===== src/rtl/fetch_queue.sv =====
// fetch_queue: instruction fetch stage with one outstanding imem request and a
// small PC/instruction FIFO in front of the IF/ID register.
// Optional feature macro: FETCH_BYPASS_EN (forward a response straight to the
// IF/ID side when the queue is empty).
//
// state | meaning
// RUN   | may issue a request at fetch_pc when a queue slot is free
// WAIT  | request granted, waiting for its word; word is pushed on rvalid
// DROP  | a redirect made the outstanding request stale; its word is discarded

module fetch_queue #(
  parameter int          DEPTH    = 4,
  parameter logic [63:0] RESET_PC = 64'h0
) (
  input  logic        clk,
  input  logic        reset,
  output logic        imem_req,
  output logic [63:0] imem_addr,
  input  logic        imem_gnt,
  input  logic        imem_rvalid,
  input  logic [31:0] imem_rdata,
  input  logic        redirect_valid,
  input  logic [63:0] redirect_pc,
  output logic        if_valid,
  input  logic        if_ready,
  output logic [31:0] if_instruction,
  output logic [63:0] if_pc
);

  localparam int PW = (DEPTH > 1) ? $clog2(DEPTH) : 1;
  localparam int CW = $clog2(DEPTH + 1);
  localparam logic [CW-1:0] DEPTH_C = CW'(DEPTH);

  typedef enum logic [1:0] {S_RUN, S_WAIT, S_DROP} state_t;

  state_t        state_q, state_d;
  logic [63:0]   fetch_pc_q, fetch_pc_d;
  logic [63:0]   issued_pc_q, issued_pc_d;
  logic [CW-1:0] count_q, count_d;
  logic [PW-1:0] rd_ptr_q, rd_ptr_d;
  logic [PW-1:0] wr_ptr_q, wr_ptr_d;

  logic [31:0]   buf_instr_q [DEPTH];
  logic [63:0]   buf_pc_q    [DEPTH];

  logic          fifo_valid;
  logic          bypass_hit;
  logic          grant;
  logic          push;
  logic          pop;

  assign fifo_valid = (count_q != '0);

`ifdef FETCH_BYPASS_EN
  assign bypass_hit = (count_q == '0) && (state_q == S_WAIT) && imem_rvalid && !redirect_valid;
`else
  assign bypass_hit = 1'b0;
`endif

  // Request side: only RUN issues, and only when a slot is free for the reply.
  assign imem_req  = (state_q == S_RUN) && (count_q < DEPTH_C) && !reset;
  assign imem_addr = fetch_pc_q;
  assign grant     = imem_req && imem_gnt;

  // Queue head toward IF/ID, zeroed when nothing is valid.
  always_comb begin
    if_valid       = fifo_valid || bypass_hit;
    if_instruction = 32'h0;
    if_pc          = 64'h0;
    if (fifo_valid) begin
      if_instruction = buf_instr_q[rd_ptr_q];
      if_pc          = buf_pc_q[rd_ptr_q];
    end else if (bypass_hit) begin
      if_instruction = imem_rdata;
      if_pc          = issued_pc_q;
    end
  end

  // Next-state, PC, pointer and occupancy logic; redirect overrides the rest.
  always_comb begin
    state_d     = state_q;
    fetch_pc_d  = fetch_pc_q;
    issued_pc_d = issued_pc_q;
    count_d     = count_q;
    rd_ptr_d    = rd_ptr_q;
    wr_ptr_d    = wr_ptr_q;
    push        = 1'b0;
    pop         = fifo_valid && if_ready;

    case (state_q)
      S_RUN: begin
        if (grant) begin
          issued_pc_d = fetch_pc_q;
          fetch_pc_d  = fetch_pc_q + 64'd4;
          state_d     = S_WAIT;
        end
      end
      S_WAIT: begin
        if (imem_rvalid) begin
          // A bypassed word taken by IF/ID this cycle never enters the queue.
          push    = !(bypass_hit && if_ready);
          state_d = S_RUN;
        end
      end
      S_DROP: begin
        if (imem_rvalid) state_d = S_RUN;
      end
      default: state_d = S_RUN;
    endcase

    if (push) wr_ptr_d = wr_ptr_q + PW'(1);
    if (pop)  rd_ptr_d = rd_ptr_q + PW'(1);
    case ({push, pop})
      2'b10:   count_d = count_q + CW'(1);
      2'b01:   count_d = count_q - CW'(1);
      default: count_d = count_q;
    endcase

    if (redirect_valid) begin
      fetch_pc_d = {redirect_pc[63:2], 2'b00};
      count_d    = '0;
      rd_ptr_d   = '0;
      wr_ptr_d   = '0;
      push       = 1'b0;
      pop        = 1'b0;
      case (state_q)
        S_RUN:   state_d = grant ? S_DROP : S_RUN;
        default: state_d = imem_rvalid ? S_RUN : S_DROP;
      endcase
    end
  end

  // Control state register with synchronous reset.
  always_ff @(posedge clk) begin
    if (reset) begin
      state_q     <= S_RUN;
      fetch_pc_q  <= RESET_PC;
      issued_pc_q <= 64'h0;
      count_q     <= '0;
      rd_ptr_q    <= '0;
      wr_ptr_q    <= '0;
    end else begin
      state_q     <= state_d;
      fetch_pc_q  <= fetch_pc_d;
      issued_pc_q <= issued_pc_d;
      count_q     <= count_d;
      rd_ptr_q    <= rd_ptr_d;
      wr_ptr_q    <= wr_ptr_d;
    end
  end

  // Queue storage; contents are only meaningful below count_q.
  always_ff @(posedge clk) begin
    if (push && !reset) begin
      buf_instr_q[wr_ptr_q] <= imem_rdata;
      buf_pc_q[wr_ptr_q]    <= issued_pc_q;
    end
  end

endmodule


===== config.mk =====
export PLATFORM = sky130hd
export DESIGN_NAME = fetch_queue
export DESIGN_NICKNAME = d
export VERILOG_FILES = /design/src/rtl/fetch_queue.sv
export SDC_FILE = /design/constraint.sdc
export NUM_CORES = 1
export LEC_CHECK = 0
export ABC_AREA = 1
export ABC_CLOCK_PERIOD_IN_PS = 7400
export CELL_PAD_IN_SITES_DETAIL_PLACEMENT = 0
export CELL_PAD_IN_SITES_GLOBAL_PLACEMENT = 1
export CORE_MARGIN = 10
export CORE_UTILIZATION = 43
export DETAILED_ROUTE_END_ITERATION = 8
export GPL_TIMING_DRIVEN = 0
export PLACE_DENSITY = 0.8
export SLEW_MARGIN = 10
export SYNTH_ARGS = -nofsm -noshare
export SYNTH_HDL_FRONTEND = slang
export SYNTH_SLANG_ARGS = --single-unit
export TNS_END_PERCENT = 5

===== constraint.sdc =====
create_clock -name clk -period 7.4 [get_ports clk]
set_input_delay 1.11 -clock clk [delete_from_list [all_inputs] [get_ports clk]]
set_output_delay 1.11 -clock clk [all_outputs]
set_load 0.05 [all_outputs]

==> results of run 1 <==
[layout make-up]
class                           count  area, um^2
Clock buffer                       73        1440
Tap cell                          672       840.8
Sequential cell                   511       13990
Timing Repair Buffer              271        2900
Buffer                            122       516.7
Multi-Input combinational cell   1470        6883
Clock inverter                     18       172.7
Fill cell                        4470       23000
Inverter                          141       530.5
[report_power, final]
| part | switching [mW] | internal [mW] |
|---|---|---|
| registers | 0.0782 | 3.13 |
| clock network | 1.07 | 1.43 |
| logic | 0.348 | 0.174 |
[how the worst min path moves through the flow]
| stage | slack, ns | depth (start not counted) | from | to |
|---|---|---|---|---|
| after global routing | 0.51 | 2 | state_q[1]$_SDFFE_PP0P_ | state_q[1]$_SDFFE_PP0P_ |
| after CTS | 0.47 | 2 | rd_ptr_q[1]$_SDFFE_PP0P_ | register |
| after floorplan | 0.44 | 2 | rd_ptr_q[1]$_SDFFE_PP0P_ | register |
| after global placement | 0.45 | 2 | state_q[1]$_SDFFE_PP0P_ | state_q[1]$_SDFFE_PP0P_ |
| after detailed placement | 0.46 | 2 | rd_ptr_q[1]$_SDFFE_PP0P_ | rd_ptr_q[1]$_SDFFE_PP0P_ |
| final | 0.48 | 2 | rd_ptr_q[1]$_SDFFE_PP0P_ | rd_ptr_q[1]$_SDFFE_PP0P_ |
[registers in the layout, indices dropped and copies added (netlist names), named ones only]
signal and flops:
issued_pc_q 62, state_q 2, buf_pc_q 248, rd_ptr_q 2, imem_addr 62, buf_instr_q 128, wr_ptr_q 2, count_q 3
[cells in the mapped netlist (all sizes together)]
cell	count
a21oi	163
ha	8
dfxtp	135
a22oi	1
o21bai	1
o22ai	1
fa	1
xor2	17
or2	1
a211oi	50
nor2	567
buf	54
nor3	6
o21ai	255
edfxtp	376
xnor2	3
inv	140
a31oi	15
nand3	62
nand4	10
conb	1
and2	1
clkinv	1
a221oi	2
clkbuf	68
nand2	302
[per-stage QoR]
stage	area, um^2	worst slack [ns]	TNS [ns]	std cells	hold WS, ns
after detailed placement	25660	2.796	0	3187	0.4635
after global routing	27280	2.462	0	3278	0.5091
final	27280	2.694	0	3278	0.4831
after global placement	25290	-3.018	-1071.12	3172	0.4526
after floorplan	21890	1.126	0	2244	0.4364
after CTS	27280	2.649	0	3278	0.4740
[per-layer routing]
metal	GRT usage, %	up-vias	share of wire (%)
li1	-	8263	-
met2	37.88	602	49
met5	0	-	0
met3	3.866	119	6.2
met1	28.40	8092	42
met4	8.168	0	3.4
[tightest hold or removal path, stage by stage (launching register included)]
cell and delay [ns]:
dfxtp_1 0.30, inv_1 0.06, a21oi_1 0.07
[logic make-up (layout without fill, tap and decap cells)]
group / count (synthesis) / in the layout / share of synthesized area (%)
AOI/OAI and AO/OA: 488 / 488 / 11.90
xor gates and xnor gates: 20 / 20 / 0.8007
adders and majority gates: 9 / 9 / 0.5491
buffers and inverters: 263 / 625 / 4.787
DFF: 511 / 511 / 63.96
other: 1 / 4 / 0.01714
and+or+nand+nor: 949 / 949 / 17.98
==> impl_metrics.csv, run 1 <==
group,metric,value,unit
status,status,"completed",
synthesis,netlist_instances,2241,
synthesis,synth.distinct_cells,39,
clock_network,cts-root-buf,"clkbuf_16",
critical_path,cp_top_family,"buffers and inverters",
floorplanning,core_area,50270,um^2
placed_design,gp_congestion,0.9816,
sta,post-route-min-period,4.706,ns
clock_network,post-cts-setup-buffer-count,0,
synthesis,yosys_warnings,0,
sta,timing.slew.headroom,40.19,%
critical_path,crit_cells,5,
final_layout,antenna_cells,0,
sta,rsz0062_at_grt,"false",
critical_path,slowest_delay,0.80,ns
routing,drt-initial-drc-count,1504,
power,p_per_area,228.1,nW/um^2
critical_path,cp-endpoint,"if_pc[28]",
clock_network,cts_sinks,511,
floorplanning,io_pins,264,
sta,tightest_slew,0.8971,ns
final_layout,mostFrequentLayoutCells,"nor2_1 (540), edfxtp_1 (376), nand2_1 (279)",
floorplanning,die_area,60300,um^2
synthesis,netlist_area,21880,um^2
critical_path,crit_buf_inv,3,
sta,setup_viol_count_final,0,
synthesis,ys_seq_elements,511,
final_layout,final_nets,2679,
sta,fmax,212.5,MHz
critical_path,rrSetupSlack,4.80,ns
final_layout,layout_commonest_cell,"nor2_1",
floorplanning,rows,82,
power,p_leak,9.437,nW
routing,drc,0,
worst_hold_path,hold_path.class,"register to register",
grt,antenna_found_initial,0,
final_layout,syn_to_final_growth,24.68,%
critical_path,crit_start,"count_q[0]$_SDFFE_PP0P_",
critical_path,endpoint_kind,"output port",
clock_network,clk_latency,0.60,ns
synthesis,seq_area_frac_synth,63.96,%
run,max_cap_viol_count,0,
floorplanning,die_x,245.6,um
clock_network,cts_tree,"built",
critical_path,crit_chain,"nor3_2 -> buf_2 -> buf_1 -> a21oi_1 -> clkdlybuf4s50_1",
final_layout,layout-drive-gt1-share,7.406,%
critical_path,timing.rr.end,"buf_pc_q[2][61]$_DFFE_PP_",
sta,drv_slew,0,
critical_path,r2r_start,"state_q[1]$_SDFFE_PP0P_",
synthesis,synth_top_area_cell,"edfxtp_1",
critical_path,crit_path_top_delay_cell,"clkdlybuf4s50_1",
clock_network,ctsResizeCount,0,
sta,min_period_over_period,63.60,%
clock_network,cts_buffer_depth,3,
critical_path,critical_path_required,6.29,ns
sta,final_hold_viol_count,0,
clock_network,ctsHoldBuffers,0,
grt,grtUsageTotal,22.41,%
sta,finClkSkew,0.02732,ns
critical_path,critPathMaxFanout,10,
routing,routedWlPerCell,21.00,um
routing,routed_wl,68.84,mm
routing,vias_per_cell,5.209,
power,power,6.222,mW
placed_design,numPortBuffers,256,
routing,ant_nets,0,
routing,vias,17076,
synthesis,avgSynthCellArea,9.762,um^2
critical_path,crit_type,"register to output port",
critical_path,ff2ff_path_depth,6,
floorplanning,die_h,245.6,um
clock_network,cts_buffers,51,
routing,dr.pass1.iters,6,
placed_design,dp_hpwl,50.46,mm
grt,grt_max_degree,27,
critical_path,worstPathArrival,3.60,ns
grt,grt_first_pass_wirelength,103.1,mm
critical_path,cp-start-kind,"register",
floorplanning,initial_core_util,43.52,%
synthesis,netlist.area_leader.share,51.61,%
grt,gr-total-overflow,0,
clock_network,clk_pin_slew,0.06,ns
power,peakVddDrop,0.1710,mV
synthesis,synth.area.top_cells,"edfxtp_1 (52%), dfxtp_1 (12%), nor2_1 (9.3%)",
grt,grt_pass1_vias,16904,
clock_network,h-tree-depth,2,
final_layout,fin_util,54.26,%
Power figures use the tool's default switching activity.
==> run 2: changes to the inputs <==
- ABC_CLOCK_PERIOD_IN_PS: 7400 -> 4750
- clock period: 7.4 -> 4.75 ns (I/O delays scaled with it)
==> results of run 2 <==
Same layout as run 1 (identical final DEF). Status: completed.
Main changes from that run: setup slack after placement 2.796 ns -> 0.5435 ns; setup slack after layout 2.694 ns -> 0.4415 ns; register-to-register setup slack 4.80 ns -> 2.15 ns; total power 6.222 mW -> 9.694 mW; worst IR drop on VDD 0.1710 mV -> 0.2664 mV
